**src/rtl/mips_cpu_multdiv_pkg.sv**
```systemverilog
// Shared types and constants for the iterative MIPS HI/LO multiply/divide unit.
// Holds operand width, op encoding, FSM state encoding and divide-by-zero quotient.
package mips_cpu_multdiv_pkg;

  localparam int WIDTH = 32;

  typedef enum logic [1:0] {
    OP_MULTU = 2'b00,
    OP_MULT  = 2'b01,
    OP_DIVU  = 2'b10,
    OP_DIV   = 2'b11
  } op_e;

  typedef enum logic [1:0] {
    S_IDLE = 2'd0,
    S_MUL  = 2'd1,
    S_DIV  = 2'd2,
    S_FIX  = 2'd3
  } state_e;

  localparam logic [WIDTH-1:0] DIV0_QUO = 32'hFFFF_FFFF;

endpackage

```
**src/rtl/mips_cpu_multdiv_signfix.sv**
```systemverilog
// Combinational conditional negate: y_o = neg_i ? -a_i : a_i.
// Ports: a_i value, neg_i negate request, y_o result. Used for abs and result fix-up.
module mips_cpu_multdiv_signfix #(
  parameter int W = 32
) (
  input  logic [W-1:0] a_i,
  input  logic         neg_i,
  output logic [W-1:0] y_o
);

  assign y_o = neg_i ? (~a_i + W'(1)) : a_i;

endmodule

```
**src/rtl/mips_cpu_multdiv.sv**
```systemverilog
// Iterative MULT/MULTU/DIV/DIVU unit holding the HI/LO registers (MFHI/MFLO, MTHI/MTLO).
// Ports: clk, reset (async high), start/op, rs_content/rt_content, mthi/mtlo in;
// busy, done (1-cycle pulse), hi, lo out. Macro MULTDIV_ZERO_FAST_EN enables the
// zero-operand shortcut straight to the fix-up state.
module mips_cpu_multdiv #(
  parameter int WIDTH  = mips_cpu_multdiv_pkg::WIDTH,
  parameter int ITER_W = 6
) (
  input  logic             clk,
  input  logic             reset,
  input  logic             start,
  input  logic [1:0]       op,
  input  logic [WIDTH-1:0] rs_content,
  input  logic [WIDTH-1:0] rt_content,
  input  logic             mthi,
  input  logic             mtlo,
  output logic             busy,
  output logic             done,
  output logic [WIDTH-1:0] hi,
  output logic [WIDTH-1:0] lo
);
  import mips_cpu_multdiv_pkg::*;

  localparam logic [ITER_W-1:0] LAST = ITER_W'(WIDTH - 1);

  state_e             state_q;
  op_e                op_q;
  logic               busy_q;
  logic               done_q;
  logic [WIDTH-1:0]   hi_q;
  logic [WIDTH-1:0]   lo_q;
  logic [ITER_W-1:0]  cnt_q;
  // Upper half: partial product / remainder; lower half: multiplier / quotient.
  logic [2*WIDTH-1:0] acc_q;
  logic [WIDTH-1:0]   b_q;
  logic [WIDTH-1:0]   rs_q;
  logic               sa_q;
  logic               sb_q;
  logic               dz_q;

  logic [WIDTH-1:0]   rs_mag;
  logic [WIDTH-1:0]   rt_mag;
  logic [2*WIDTH-1:0] prod_fix;
  logic [WIDTH-1:0]   quo_fix;
  logic [WIDTH-1:0]   rem_fix;
  logic               fast_zero;
  logic               rt_zero;

  logic [WIDTH:0]     mul_sum;
  logic [2*WIDTH-1:0] mul_next;
  logic [WIDTH:0]     div_r;
  logic [WIDTH+1:0]   div_trial;
  logic [2*WIDTH-1:0] div_next;
  logic               unused_trial;

  mips_cpu_multdiv_signfix #(.W(WIDTH)) u_abs_rs (
    .a_i   (rs_content),
    .neg_i (op[0] & rs_content[WIDTH-1]),
    .y_o   (rs_mag)
  );

  mips_cpu_multdiv_signfix #(.W(WIDTH)) u_abs_rt (
    .a_i   (rt_content),
    .neg_i (op[0] & rt_content[WIDTH-1]),
    .y_o   (rt_mag)
  );

  mips_cpu_multdiv_signfix #(.W(2*WIDTH)) u_fix_prod (
    .a_i   (acc_q),
    .neg_i (op_q[0] & (sa_q ^ sb_q)),
    .y_o   (prod_fix)
  );

  mips_cpu_multdiv_signfix #(.W(WIDTH)) u_fix_quo (
    .a_i   (acc_q[WIDTH-1:0]),
    .neg_i (op_q[0] & (sa_q ^ sb_q)),
    .y_o   (quo_fix)
  );

  // Remainder follows the dividend's sign.
  mips_cpu_multdiv_signfix #(.W(WIDTH)) u_fix_rem (
    .a_i   (acc_q[2*WIDTH-1:WIDTH]),
    .neg_i (op_q[0] & sa_q),
    .y_o   (rem_fix)
  );

  assign rt_zero = (rt_content == '0);

`ifdef MULTDIV_ZERO_FAST_EN
  logic rs_zero;
  assign rs_zero   = (rs_content == '0);
  assign fast_zero = op[1] ? rt_zero : (rs_zero | rt_zero);
`else
  assign fast_zero = 1'b0;
`endif

  always_comb begin
    mul_sum   = {1'b0, acc_q[2*WIDTH-1:WIDTH]}
              + {1'b0, (acc_q[0] ? b_q : '0)};
    mul_next  = {mul_sum, acc_q[WIDTH-1:1]};
    div_r     = acc_q[2*WIDTH-1:WIDTH-1];
    div_trial = {1'b0, div_r} - {2'b00, b_q};
    // Negative trial: restore shifted remainder, quotient bit 0.
    div_next  = div_trial[WIDTH+1]
              ? {div_r[WIDTH-1:0], acc_q[WIDTH-2:0], 1'b0}
              : {div_trial[WIDTH-1:0], acc_q[WIDTH-2:0], 1'b1};
  end

  assign unused_trial = div_trial[WIDTH];

  always_ff @(posedge clk or posedge reset) begin
    if (reset) begin
      state_q <= S_IDLE;
      op_q    <= OP_MULTU;
      busy_q  <= 1'b0;
      done_q  <= 1'b0;
      hi_q    <= '0;
      lo_q    <= '0;
      cnt_q   <= '0;
      acc_q   <= '0;
      b_q     <= '0;
      rs_q    <= '0;
      sa_q    <= 1'b0;
      sb_q    <= 1'b0;
      dz_q    <= 1'b0;
    end else begin
      done_q <= 1'b0;
      unique case (state_q)
        S_IDLE: begin
          if (start) begin
            op_q   <= op_e'(op);
            rs_q   <= rs_content;
            sa_q   <= rs_content[WIDTH-1];
            sb_q   <= rt_content[WIDTH-1];
            dz_q   <= op[1] & rt_zero;
            cnt_q  <= '0;
            busy_q <= 1'b1;
            b_q    <= op[1] ? rt_mag : rs_mag;
            if (fast_zero) begin
              acc_q   <= '0;
              state_q <= S_FIX;
            end else begin
              acc_q   <= {{WIDTH{1'b0}}, (op[1] ? rs_mag : rt_mag)};
              state_q <= op[1] ? S_DIV : S_MUL;
            end
          end else begin
            if (mthi) hi_q <= rs_content;
            if (mtlo) lo_q <= rs_content;
          end
        end
        S_MUL: begin
          acc_q <= mul_next;
          cnt_q <= cnt_q + ITER_W'(1);
          if (cnt_q == LAST) state_q <= S_FIX;
        end
        S_DIV: begin
          acc_q <= div_next;
          cnt_q <= cnt_q + ITER_W'(1);
          if (cnt_q == LAST) state_q <= S_FIX;
        end
        S_FIX: begin
          if (!op_q[1]) begin
            hi_q <= prod_fix[2*WIDTH-1:WIDTH];
            lo_q <= prod_fix[WIDTH-1:0];
          end else if (dz_q) begin
            hi_q <= rs_q;
            lo_q <= DIV0_QUO;
          end else begin
            hi_q <= rem_fix;
            lo_q <= quo_fix;
          end
          done_q  <= 1'b1;
          busy_q  <= 1'b0;
          state_q <= S_IDLE;
        end
        default: state_q <= S_IDLE;
      endcase
    end
  end

  assign busy = busy_q;
  assign done = done_q;
  assign hi   = hi_q;
  assign lo   = lo_q;

endmodule

```
**config.mk**
```make
export PLATFORM = sky130hd
export DESIGN_NAME = mips_cpu_multdiv
export DESIGN_NICKNAME = d
export VERILOG_FILES = /design/src/rtl/mips_cpu_multdiv_pkg.sv /design/src/rtl/mips_cpu_multdiv_signfix.sv /design/src/rtl/mips_cpu_multdiv.sv
export SDC_FILE = /design/constraint.sdc
export NUM_CORES = 1
export LEC_CHECK = 0
export ABC_AREA = 1
export CAP_MARGIN = 20
export CORE_MARGIN = 2
export CORE_UTILIZATION = 45
export CTS_BUF_LIST = sky130_fd_sc_hd__clkbuf_8
export DETAILED_ROUTE_END_ITERATION = 16
export PLACE_DENSITY_LB_ADDON = 0.2
export SLEW_MARGIN = 20
export SYNTH_ARGS = -nofsm -noshare
export SYNTH_HDL_FRONTEND = slang
export SYNTH_SLANG_ARGS = --single-unit
export TNS_END_PERCENT = 1
```
**constraint.sdc**
```tcl
create_clock -name clk -period 15.5 [get_ports clk]
set_input_delay 3.1 -clock clk [delete_from_list [all_inputs] [get_ports clk]]
set_output_delay 3.1 -clock clk [all_outputs]
set_load 0.005 [all_outputs]
```
Word level (Yosys, flattened, before mapping). Cells that the tools add are included.

Bits of input ports: 71. Output and inout bits: 66. Register bits: 207. Word-level logic and storage cells: 84.

Muxes and demuxes: 30. $add $sub $neg: 8. Eq/ne operators: 9. Reductions and logical operators: 13. Bitwise gates (word level): 11.

Operators by type and width (count): 32-bit two-way mux (15); 64-bit two-way mux (3); 64-bit case mux with 3 select lines (1); 32-bit by 1-bit adder with 32-bit output (second input constant) (4); 32-bit NOT (4); 32-bit case mux with 2 select lines (2); 64-bit by 1-bit adder with 64-bit output (second input constant) (1); 64-bit NOT (1); 33-bit by 32-bit subtractor with 34-bit output (1); 32-bit by 32-bit adder with 33-bit output (1); 32-bit logical NOT (1); 6-bit case mux with 2 select lines (1); 2-bit AND reduction (5); 2-bit inequality test (second input constant) (4); 6-bit by 1-bit adder with 6-bit output (second input constant) (1); 6-bit by 5-bit equality test with 1-bit output (second input constant) (1); 2-bit two-way mux (3); 6-bit two-way mux (1); 2-bit case mux with 3 select lines (1); 3-bit AND reduction (2); 1-bit bitwise AND (5); 2-bit equality test (second input constant) (2); 2-bit nonzero test (2); 3-bit nonzero test (1); other kinds (7) (8).

Longest topological paths before layout. Gate-level depths: netlist (run 1).

Word-level depth: 6. Mapped depth: 19.

Hierarchy. Synthesis (run 1) repeated with hierarchy kept, for this count alone.

Cells, all modules: 3861. Area, all modules: 22775.6 sq um.

Modules (own cells, without submodules): mips_cpu_multdiv (instances 1, seq. area each 5154.9 sq um, cells an instance 2455, area each 15875.2 sq um); mips_cpu_multdiv_signfix (u_abs_rs ...) (instances 4, seq. area each 0.0 sq um, cells an instance 227, area each 1108.6 sq um); mips_cpu_multdiv_signfix (u_fix_prod) (instances 1, seq. area each 0.0 sq um, cells an instance 498, area each 2466.1 sq um).

Worst setup path after synthesis (run 1). OpenSTA, ideal clock, no wires.

Path kind: in2reg. From: in rt_content[0]. To: reg acc_q[30]. Stages: 15. Data arrival time: 4.465 ns. Required time: 15.379 ns. Setup slack: 10.914 ns. Setup time: 0.121 ns. Cells stage by stage: inv_1 ha_1 nand2_1 nor2_1 nand2_1 nor2_2 nand2_1 nor2_4 nand3_1 nand2_1 nand2_1 nand2_1 nand3_1 nand3_1 nand2_1.

Word-level cells in the longest chain between the ends: 6.

RTL lines: start: declaration (RTL line mips_cpu_multdiv.sv:14) `input logic [WIDTH-1:0] rt_content,`; 32-bit NOT (RTL line mips_cpu_multdiv_signfix.sv:11) `assign y_o = neg_i ? (~a_i + W'(1)) : a_i;`; 32-bit by 1-bit adder with 32-bit output (RTL line mips_cpu_multdiv_signfix.sv:11); 32-bit two-way mux (RTL line mips_cpu_multdiv_signfix.sv:11); 32-bit two-way mux (RTL line mips_cpu_multdiv.sv:143) `acc_q <= {{WIDTH{1'b0}}, (op[1] ? rs_mag : rt_mag)};`; 64-bit two-way mux (RTL line mips_cpu_multdiv.sv:130) `if (start) begin`; 64-bit case mux with 3 select lines (RTL line mips_cpu_multdiv.sv:128) `unique case (state_q)`; end signal: assignment (RTL line mips_cpu_multdiv.sv:143); end signal: assignment (RTL line mips_cpu_multdiv.sv:152) `acc_q <= mul_next;`; end signal: assignment (RTL line mips_cpu_multdiv.sv:157) `acc_q <= div_next;`; end: declaration (RTL line mips_cpu_multdiv.sv:34) `logic [2*WIDTH-1:0] acc_q;`.

Every way passes these cells. The select of a mux whose other input is x is not followed. A chain may end at the register's enable or synchronous reset.

Worst setup path after layout (run 1).
From: in start. To: reg cnt_q[4].

Word-level cells in the longest chain between the ends: 2.

RTL lines: start: declaration (RTL line mips_cpu_multdiv.sv:11) `input logic start,`; 2-bit inequality test (no line); 2-bit AND reduction (no line); end signal: assignment (RTL line mips_cpu_multdiv.sv:153) `cnt_q <= cnt_q + ITER_W'(1);`; end signal: assignment (RTL line mips_cpu_multdiv.sv:158) `cnt_q <= cnt_q + ITER_W'(1);`; end: declaration (RTL line mips_cpu_multdiv.sv:32) `logic [ITER_W-1:0] cnt_q;`.

Every way passes these cells.

==> results of run 1 <==
## worst paths after layout
check                                 from        to  slack, ns  cells after the start
max in group asynchronous            reset   b_q[28]      10.44                      4
worst min-delay path                 lo[0]     lo[0]       0.48                      2
worst min register to register       lo[0]     lo[0]       0.48                      2
min in group asynchronous            reset     lo[4]       2.96                      2
worst max register to register  state_q[0]  cnt_q[4]      11.60                     13
worst max-delay path                 start  cnt_q[4]       9.42                     12
## per-stage QoR
stage	hold slack, ns	std cells	setup slack (ns)	total power (W)	cell area, um^2
after floorplan	0.4479	3386	6.776	0.003047	20040
after global placement	0.4635	4005	8.918	0.004116	21740
after detailed placement	0.4656	4005	8.869	0.004155	21750
after CTS	0.4823	4067	9.493	0.004718	22490
after global routing	0.5020	4068	9.233	0.005154	22510
final	0.4778	4068	9.423	0.004808	22510
## sequential cells by signal (all words and copies together), names as in the netlist, 2 cells and up
| register | count |
|---|---|
| lo | 32 |
| op_q | 2 |
| b_q | 32 |
| state_q | 2 |
| hi | 32 |
| acc_q | 64 |
| rs_q | 32 |
| cnt_q | 6 |
## placed cells by master (no fill, tap or decap), types with 13 or more instances in the layout
master / instances
sky130_fd_sc_hd__nand2_1: 1034
sky130_fd_sc_hd__nor2_1: 473
sky130_fd_sc_hd__inv_1: 388
sky130_fd_sc_hd__nand3_1: 296
sky130_fd_sc_hd__dfrtp_1: 206
sky130_fd_sc_hd__o21ai_0: 183
sky130_fd_sc_hd__a21oi_1: 183
sky130_fd_sc_hd__clkdlybuf4s50_1: 136
sky130_fd_sc_hd__ha_1: 71
sky130_fd_sc_hd__xor2_1: 52
sky130_fd_sc_hd__o21ai_1: 49
sky130_fd_sc_hd__clkbuf_8: 45
sky130_fd_sc_hd__nand4_1: 38
sky130_fd_sc_hd__a22oi_1: 38
sky130_fd_sc_hd__o22ai_1: 33
sky130_fd_sc_hd__nor3_1: 30
sky130_fd_sc_hd__o211ai_1: 26
sky130_fd_sc_hd__buf_4: 18
sky130_fd_sc_hd__inv_2: 15
sky130_fd_sc_hd__nand3b_1: 15
sky130_fd_sc_hd__nand3_2: 14
sky130_fd_sc_hd__xnor2_1: 13
## tightest hold or removal path, delay by kind of cell, from the launching register on
family / cells / cell delay (ns)
flip-flops: 1 / 0.34
AND/OR/NAND/NOR: 2 / 0.10
## metal layers
metal  GRT usage [%]  routed length, um
met5               0                  0
met4           23.84               5972
met3           8.294               9526
met2           61.72              40930
met1           50.90              36830
## power by group through the flow
stage | logic [W] | registers [W] | clock network, W
2_1_floorplan | 0.00213 | 0.000921 | 0
3_3_place_gp | 0.00307 | 0.00105 | 0
3_5_place_dp | 0.00311 | 0.00105 | 0
4_1_cts | 0.00313 | 0.00104 | 0.000549
5_1_grt | 0.00351 | 0.00107 | 0.000574
6_report | 0.00320 | 0.00106 | 0.000545
## logic make-up (layout without fill, tap and decap cells)
kind of cell	after synthesis	after routing	synth area share (%)
AO/OA/AOI/OAI	560	560	15.72
XOR/XNOR	65	65	2.841
adder cells (fa/ha/maj)	75	75	4.758
buffers and inverters	535	625	10.50
AND/OR/NAND/NOR	1945	1945	40.46
flip-flops	206	206	25.72
## layout make-up
cell class / instances / area share [%]
multi-input combinational: 2645 / 56.92
tap: 592 / 3.290
inverter: 408 / 6.841
timing repair buffer: 155 / 6.769
clock inverter: 17 / 0.5335
clock buffer: 45 / 2.751
sequential: 206 / 22.90
==> run summary, run 1 <==
FLOORPLANNING
-----------------------------------------------------------------------------------------------
Boundary pin count                                                                          137
Core region area                                                                   0.04412 mm^2
Initial cell density of the core                                                         45.41%
DIE HEIGHT                                                                             215.0 um
Die Area                                                                           0.04624 mm^2
Die X-Extent                                                                           215.0 um
Standard-cell rows                                                                           77

SYNTH
-----------------------------------------------------------------------------------------------
Proportion of synthesized flip-flops having asynchronous set or reset                    100.0%
Top cell type by total area after synthesis                                        sky130_fd_sc_hd__dfrtp_1
Count of mapped cells out of synthesis                                                     3386
Number of enable flip-flop cells after synthesis                                              0
Primary FF master, synth                                                           sky130_fd_sc_hd__dfrtp_1
Post-synth top area share                                                                25.72%
Area of the mapped netlist                                                         0.02004 mm^2
Flip-flop and latch count after synthesis                                                   206
Post-synthesis average cell area                                                     5.918 um^2
Most repeated cell in the gate-level netlist after synthesis                       sky130_fd_sc_hd__nand2_1
Most used standard cells in the synthesized netlist                                1035 x sky130_fd_sc_hd__nand2_1, 478 x sky130_fd_sc_hd__nor2_1, 382 x sky130_fd_sc_hd__inv_1
Top area cells in the synthesized netlist                                          sky130_fd_sc_hd__dfrtp_1 26%, sky130_fd_sc_hd__nand2_1 19%, sky130_fd_sc_hd__nor2_1 9.0%
Syn. warnings                                                                                 0
Distinct cell type count of the synthesized netlist                                          57
Sequential element share of the synthesized area                                         25.72%
Net count of the mapped netlist                                                            3532

LAYOUT
-----------------------------------------------------------------------------------------------
Fraction of final layout cells sized beyond drive strength 1                             4.229%
Count of fill cells added during filler insertion                                          4821
NumNets Final                                                                              3601
Final antenna diode count                                                                     0
Sequential cell area                                                               0.005155 mm^2
Final core area utilization                                                              51.02%
Area of combinational cells with multiple inputs                                   0.01281 mm^2
Area growth from synthesis to layout                                                     12.35%

CTS
-----------------------------------------------------------------------------------------------
Total CTS buffers                                                                            39
CTS Buffer Depth                                                                              3
Latest clock arrival within the worst-skew pair                                         0.63 ns
Clock input transition at the sequential cells of the worst setup and hold paths        0.06 ns
H-tree Lvls                                                                                   2
# Post-CTS Setup Buffers                                                                      0
Count of instances resized after the clock tree is built                                      0
Sinks on the clock net                                                                      206
CTS tree                                                                                  built
Root buffer cell                                                                   sky130_fd_sc_hd__clkbuf_8
Post-CTS Hold Buffers                                                                         0

CRITICAL PATH
-----------------------------------------------------------------------------------------------
CP arrival                                                                              6.59 ns
Largest incremental delay on the critical path                                          0.63 ns
Worst setup EP type                                                                    register
Total buffers and inverters traversed by the critical path                                    6
Cell-by-cell listing of the critical path                                          clkdlybuf4s50_1 -> nand2_2 -> buf_4 -> inv_2 -> nor2_4 -> buf_4 -> inv_1 -> nand2_1 -> inv_1 -> nand2_1 -> o21ai_0 -> nor3b_1
Standard cell with the maximum stage delay on the critical path                    sky130_fd_sc_hd__buf_4
Category of the critical setup timing path                                         primary input to register
Worst Path Max Fanout                                                                        87
Worst endpoint required time                                                           16.01 ns
Startpoint class of the critical path                                              primary input
Critical path's top delay family                                                   buffers and inverters

ROUTE
-----------------------------------------------------------------------------------------------
Via count of the routed design                                                           23.87k
Iter 0 DRT Violations                                                                      2855
Remaining DRCs                                                                                0
Remaining antenna violation count after routing                                               0
Routed vias/inst                                                                          5.869
First-pass detailed-route iteration total                                                     7
Average wire per cell in the routed design                                             22.93 um
Routed wire length                                                                     93260 um

RUN STATUS
-----------------------------------------------------------------------------------------------
Outcome                                                                            finished, final reports clean

PWR
-----------------------------------------------------------------------------------------------
Fraction of power spent switching nets                                                   57.28%
Max VDD drop                                                                          0.2097 mV
Reg power frac                                                                            22.1%
Power density relative to cell area                                                213.5 mW/mm^2
Combinational share of power                                                              66.5%
Net switching power                                                                  0.002754 W
Internal Dissipation                                                                 0.002054 W
Leak                                                                                   11.66 nW
Power share of the clock group                                                            11.3%

GLOBAL ROUTE
-----------------------------------------------------------------------------------------------
Maximum number of pins on one net before global-route repair                                 92
Number of global-route vias before repair                                                22.58k
Gr usage total                                                                           39.72%
Global-route wire length before repair                                                138300 um
Overflow left after global routing                                                            0
Antenna violations before repair                                                              0

PLACEMENT
-----------------------------------------------------------------------------------------------
HPWL after DPL                                                                         74370 um
Placer's final routability congestion estimate                                            1.071
Buffers on Ports                                                                            136

STA
-----------------------------------------------------------------------------------------------
Worst clock skew                                                                     0.05891 ns
Achievable frequency                                                                  164.6 MHz
Final min period                                                                       6.077 ns
Slew of the pin with the lowest slew margin                                            1.131 ns
Worst slew margin relative to its limit                                                  24.54%
# setup viols final                                                                           0
Final-report max-slew violation count                                                         0
Final setup TNS                                                                            0 ns
Count of final hold-check violations                                                          0
Final worst-path cycle share                                                             39.20%
RSZ-0062 raised after global routing                                                      false

JOB
-----------------------------------------------------------------------------------------------
Max-cap viol count                                                                            0

WORST HOLD PATH
-----------------------------------------------------------------------------------------------
Classification of the worst-slack hold path                                        register to register

No activity file was read; power rests on OpenSTA's default activity.
==> run 2: changes to the inputs <==
clock period = 5.35 ns   (was 15.5 ns; I/O delays follow)
==> run 2 against run 1 <==
Compared with the run above: power rose to 3.0 times the previous value; largest cell class unchanged; via count is 0.49% higher; sequential power increased to 2.9 times the previous value; first-iteration DRC count grew 11%; global-route usage is 1.1 points higher; clock power grew to 3.3 times the previous value; critical path depth is 3 higher; final area grew 0.76%; highest routed layer unchanged; critical path type is now register to register.
==> run summary, run 2 (synthesis gave the netlist of run 1 again) <==
CTS
-----------------------------------------------------------------------------------------------
Total CTS buffers                                                                            41   +5.1%
Latest clock arrival within the worst-skew pair                                         0.63 ns   about the same
Root buffer cell                                                                   sky130_fd_sc_hd__clkbuf_8
# Post-CTS Setup Buffers                                                                      0   unchanged
Post-CTS Hold Buffers                                                                         0   unchanged
CTS tree                                                                                  built
Count of instances resized after the clock tree is built                                      0   unchanged
CTS Buffer Depth                                                                              3   unchanged
Clock input transition at the sequential cells of the worst setup and hold paths        0.09 ns   +0.03 ns
Sinks on the clock net                                                                      206   unchanged
H-tree Lvls                                                                                   2   unchanged

CRITICAL PATH
-----------------------------------------------------------------------------------------------
Critical register-to-register path endpoint                                           acc_q[63]
Depth of the worst register-to-register path                                                 15   +2
Critical path's top delay family                                                   simple AND/OR/NAND/NOR gates
Cell-by-cell listing of the critical path                                          ha_1 -> nand2_1 -> nand2_1 -> a21oi_1 -> nand3_2 -> nand2_1 -> nand2_2 -> nand2_4 -> nand2_8 -> nand2_1 -> nand2_1 -> nand2_1 -> nand2_1 -> nand2_1 -> nand2_1
Startpoint class of the critical path                                                  register
Worst Path Max Fanout                                                                        33   -62%
Category of the critical setup timing path                                         register to register
Worst r2r src                                                                         acc_q[37]
Worst setup EP type                                                                    register
Total buffers and inverters traversed by the critical path                                    0   -6
Standard cell with the maximum stage delay on the critical path                    sky130_fd_sc_hd__dfrtp_1
CP arrival                                                                              3.91 ns   -2.68 ns
Worst endpoint required time                                                            5.82 ns   -10.19 ns
Minimum setup slack among reg-to-reg paths                                              1.91 ns   -9.69 ns
Cell occurring most often along the worst timing path                              sky130_fd_sc_hd__nand2_1
Largest incremental delay on the critical path                                          0.68 ns   +0.05 ns

LAYOUT
-----------------------------------------------------------------------------------------------
Area of combinational cells with multiple inputs                                   0.01281 mm^2   about the same
Top reg by flops                                                                          acc_q
Area growth from synthesis to layout                                                     13.20%
Leading cell types in the layout, fill and taps excluded                           1034 x sky130_fd_sc_hd__nand2_1, 474 x sky130_fd_sc_hd__nor2_1, 389 x sky130_fd_sc_hd__inv_1
Sequential cell area                                                               0.005156 mm^2   about the same
NumNets Final                                                                              3610   +0.25%
Final core area utilization                                                              51.41%   +0.39 points
Flip-flop count of the largest register after layout                                         64   unchanged
Count of fill cells added during filler insertion                                          4800   -0.44%
Final antenna diode count                                                                     0   unchanged
Fraction of final layout cells sized beyond drive strength 1                             4.557%   +0.33 points
Most common library cell in the layout ignoring fill and taps                      sky130_fd_sc_hd__nand2_1
Non-Filler Instances                                                                       4081   +0.32%

FLOORPLANNING
-----------------------------------------------------------------------------------------------
Core region area                                                                   0.04412 mm^2   unchanged
Die X-Extent                                                                           215.0 um   unchanged
Initial cell density of the core                                                         45.41%   unchanged
DIE HEIGHT                                                                             215.0 um   unchanged
Standard-cell rows                                                                           77   unchanged
Boundary pin count                                                                          137   unchanged
Die Area                                                                           0.04624 mm^2   unchanged

STA
-----------------------------------------------------------------------------------------------
Final min period                                                                       3.441 ns
Final-report max-slew violation count                                                         0   unchanged
Slew of the pin with the lowest slew margin                                            1.098 ns   -0.03318 ns
Final worst-path cycle share                                                             64.31%
Worst slew margin relative to its limit                                                  26.75%   +2.2 points
Achievable frequency                                                                  290.7 MHz
# setup viols final                                                                           0   unchanged
RSZ-0062 raised after global routing                                                      false
Count of final hold-check violations                                                          0   unchanged
Final setup TNS                                                                            0 ns   unchanged
Worst clock skew                                                                     0.05253 ns   -0.006384 ns
Final WS setup                                                                         1.909 ns   -7.514 ns

WORST HOLD PATH
-----------------------------------------------------------------------------------------------
Hold path startpoint                                                                    rs_q[7]
Worst Hold Path EP                                                                      rs_q[7]
Classification of the worst-slack hold path                                        register to register
Cells on Worst Hold Path                                                                      2   unchanged

PWR
-----------------------------------------------------------------------------------------------
Max VDD drop                                                                          0.5436 mV   +160%
Leak                                                                                   11.75 nW   +0.80%
Power density relative to cell area                                                633.1 mW/mm^2   +200%

PLACEMENT
-----------------------------------------------------------------------------------------------
Buffers on Ports                                                                            136   unchanged
Placer's final routability congestion estimate                                            1.039   -3.0%
HPWL after DPL                                                                         76180 um   +2.4%
Post-Place Cells                                                                           4012   +0.17%
Post-place setup slack                                                                 1.577 ns   -7.292 ns

GLOBAL ROUTE
-----------------------------------------------------------------------------------------------
Antenna violations before repair                                                              1   +1
Gr usage total                                                                           40.85%   +1.1 points
Maximum number of pins on one net before global-route repair                                122   +33%
Overflow left after global routing                                                            0   unchanged
Global-route wire length before repair                                                141700 um   +2.5%
Number of global-route vias before repair                                                22.66k   +0.35%

ROUTE
-----------------------------------------------------------------------------------------------
First-pass detailed-route iteration total                                                    10   +3
Remaining antenna violation count after routing                                               0   unchanged
Routed vias/inst                                                                          5.878   +0.17%
Iter 0 DRT Violations                                                                      3158   +11%
Average wire per cell in the routed design                                             23.51 um   +2.6%
Via count of the routed design                                                           23.99k   +0.49%
Remaining DRCs                                                                                0   unchanged
Routed wire length                                                                     95950 um   +2.9%

JOB
-----------------------------------------------------------------------------------------------
Max-cap viol count                                                                            0   unchanged

RUN STATUS
-----------------------------------------------------------------------------------------------
Outcome                                                                            finished, final reports clean

==> run 2: layer usage <==
layer | share of wire [%] | GRT usage (%)
met5 | 0 | 0
met4 | 6.6 | 23.66
met3 | 9.7 | 8.153
met2 | 44 | 63.92
met1 | 40 | 52.53
==> run 2: through the flow <==
step	hold slack [ns]	power (W)	cell area (um^2)
floorplan	0.4479	0.008827	20040
global placement	0.4645	0.01206	21810
detailed placement	0.4706	0.01218	21810
CTS	0.4858	0.01402	22670
global route	0.5138	0.01532	22680
finish	0.4900	0.01436	22680
==> run 2: worst max-delay path by stage <==
stage	from	end	slack (ns)	cells past startpoint
2_1_floorplan	reset	acc_q[0]	1.61	1
6_report	acc_q[37]	acc_q[63]	1.91	15
3_5_place_dp	start	hi[29]	1.58	8
5_1_grt	acc_q[58]	acc_q[62]	1.81	13
4_1_cts	acc_q[0]	acc_q[59]	2.06	15
3_3_place_gp	start	hi[15]	1.64	8
==> run 2: report_power, final <==
group	switching [W]	internal [W]	total [W]
combinational	0.00651	0.00294	0.00945
clock	0.000818	0.00100	0.00182
sequential	0.000853	0.00225	0.00310
==> run 2: cell type report <==
cell class | count | area share (%)
flip-flops and latches | 206 | 22.73
multi-input cells | 2645 | 56.48
clock buffers | 51 | 3.094
repair buffers | 162 | 6.933
inverters | 408 | 6.773
well taps | 592 | 3.265
clock inverters | 17 | 0.7226
==> run 2: tightest hold or removal path, delay by kind of cell, from the launching register on <==
family           cells  cell delay, ns
AO/OA/AOI/OAI        1            0.06
flip-flops           1            0.34
AND/OR/NAND/NOR      1            0.06
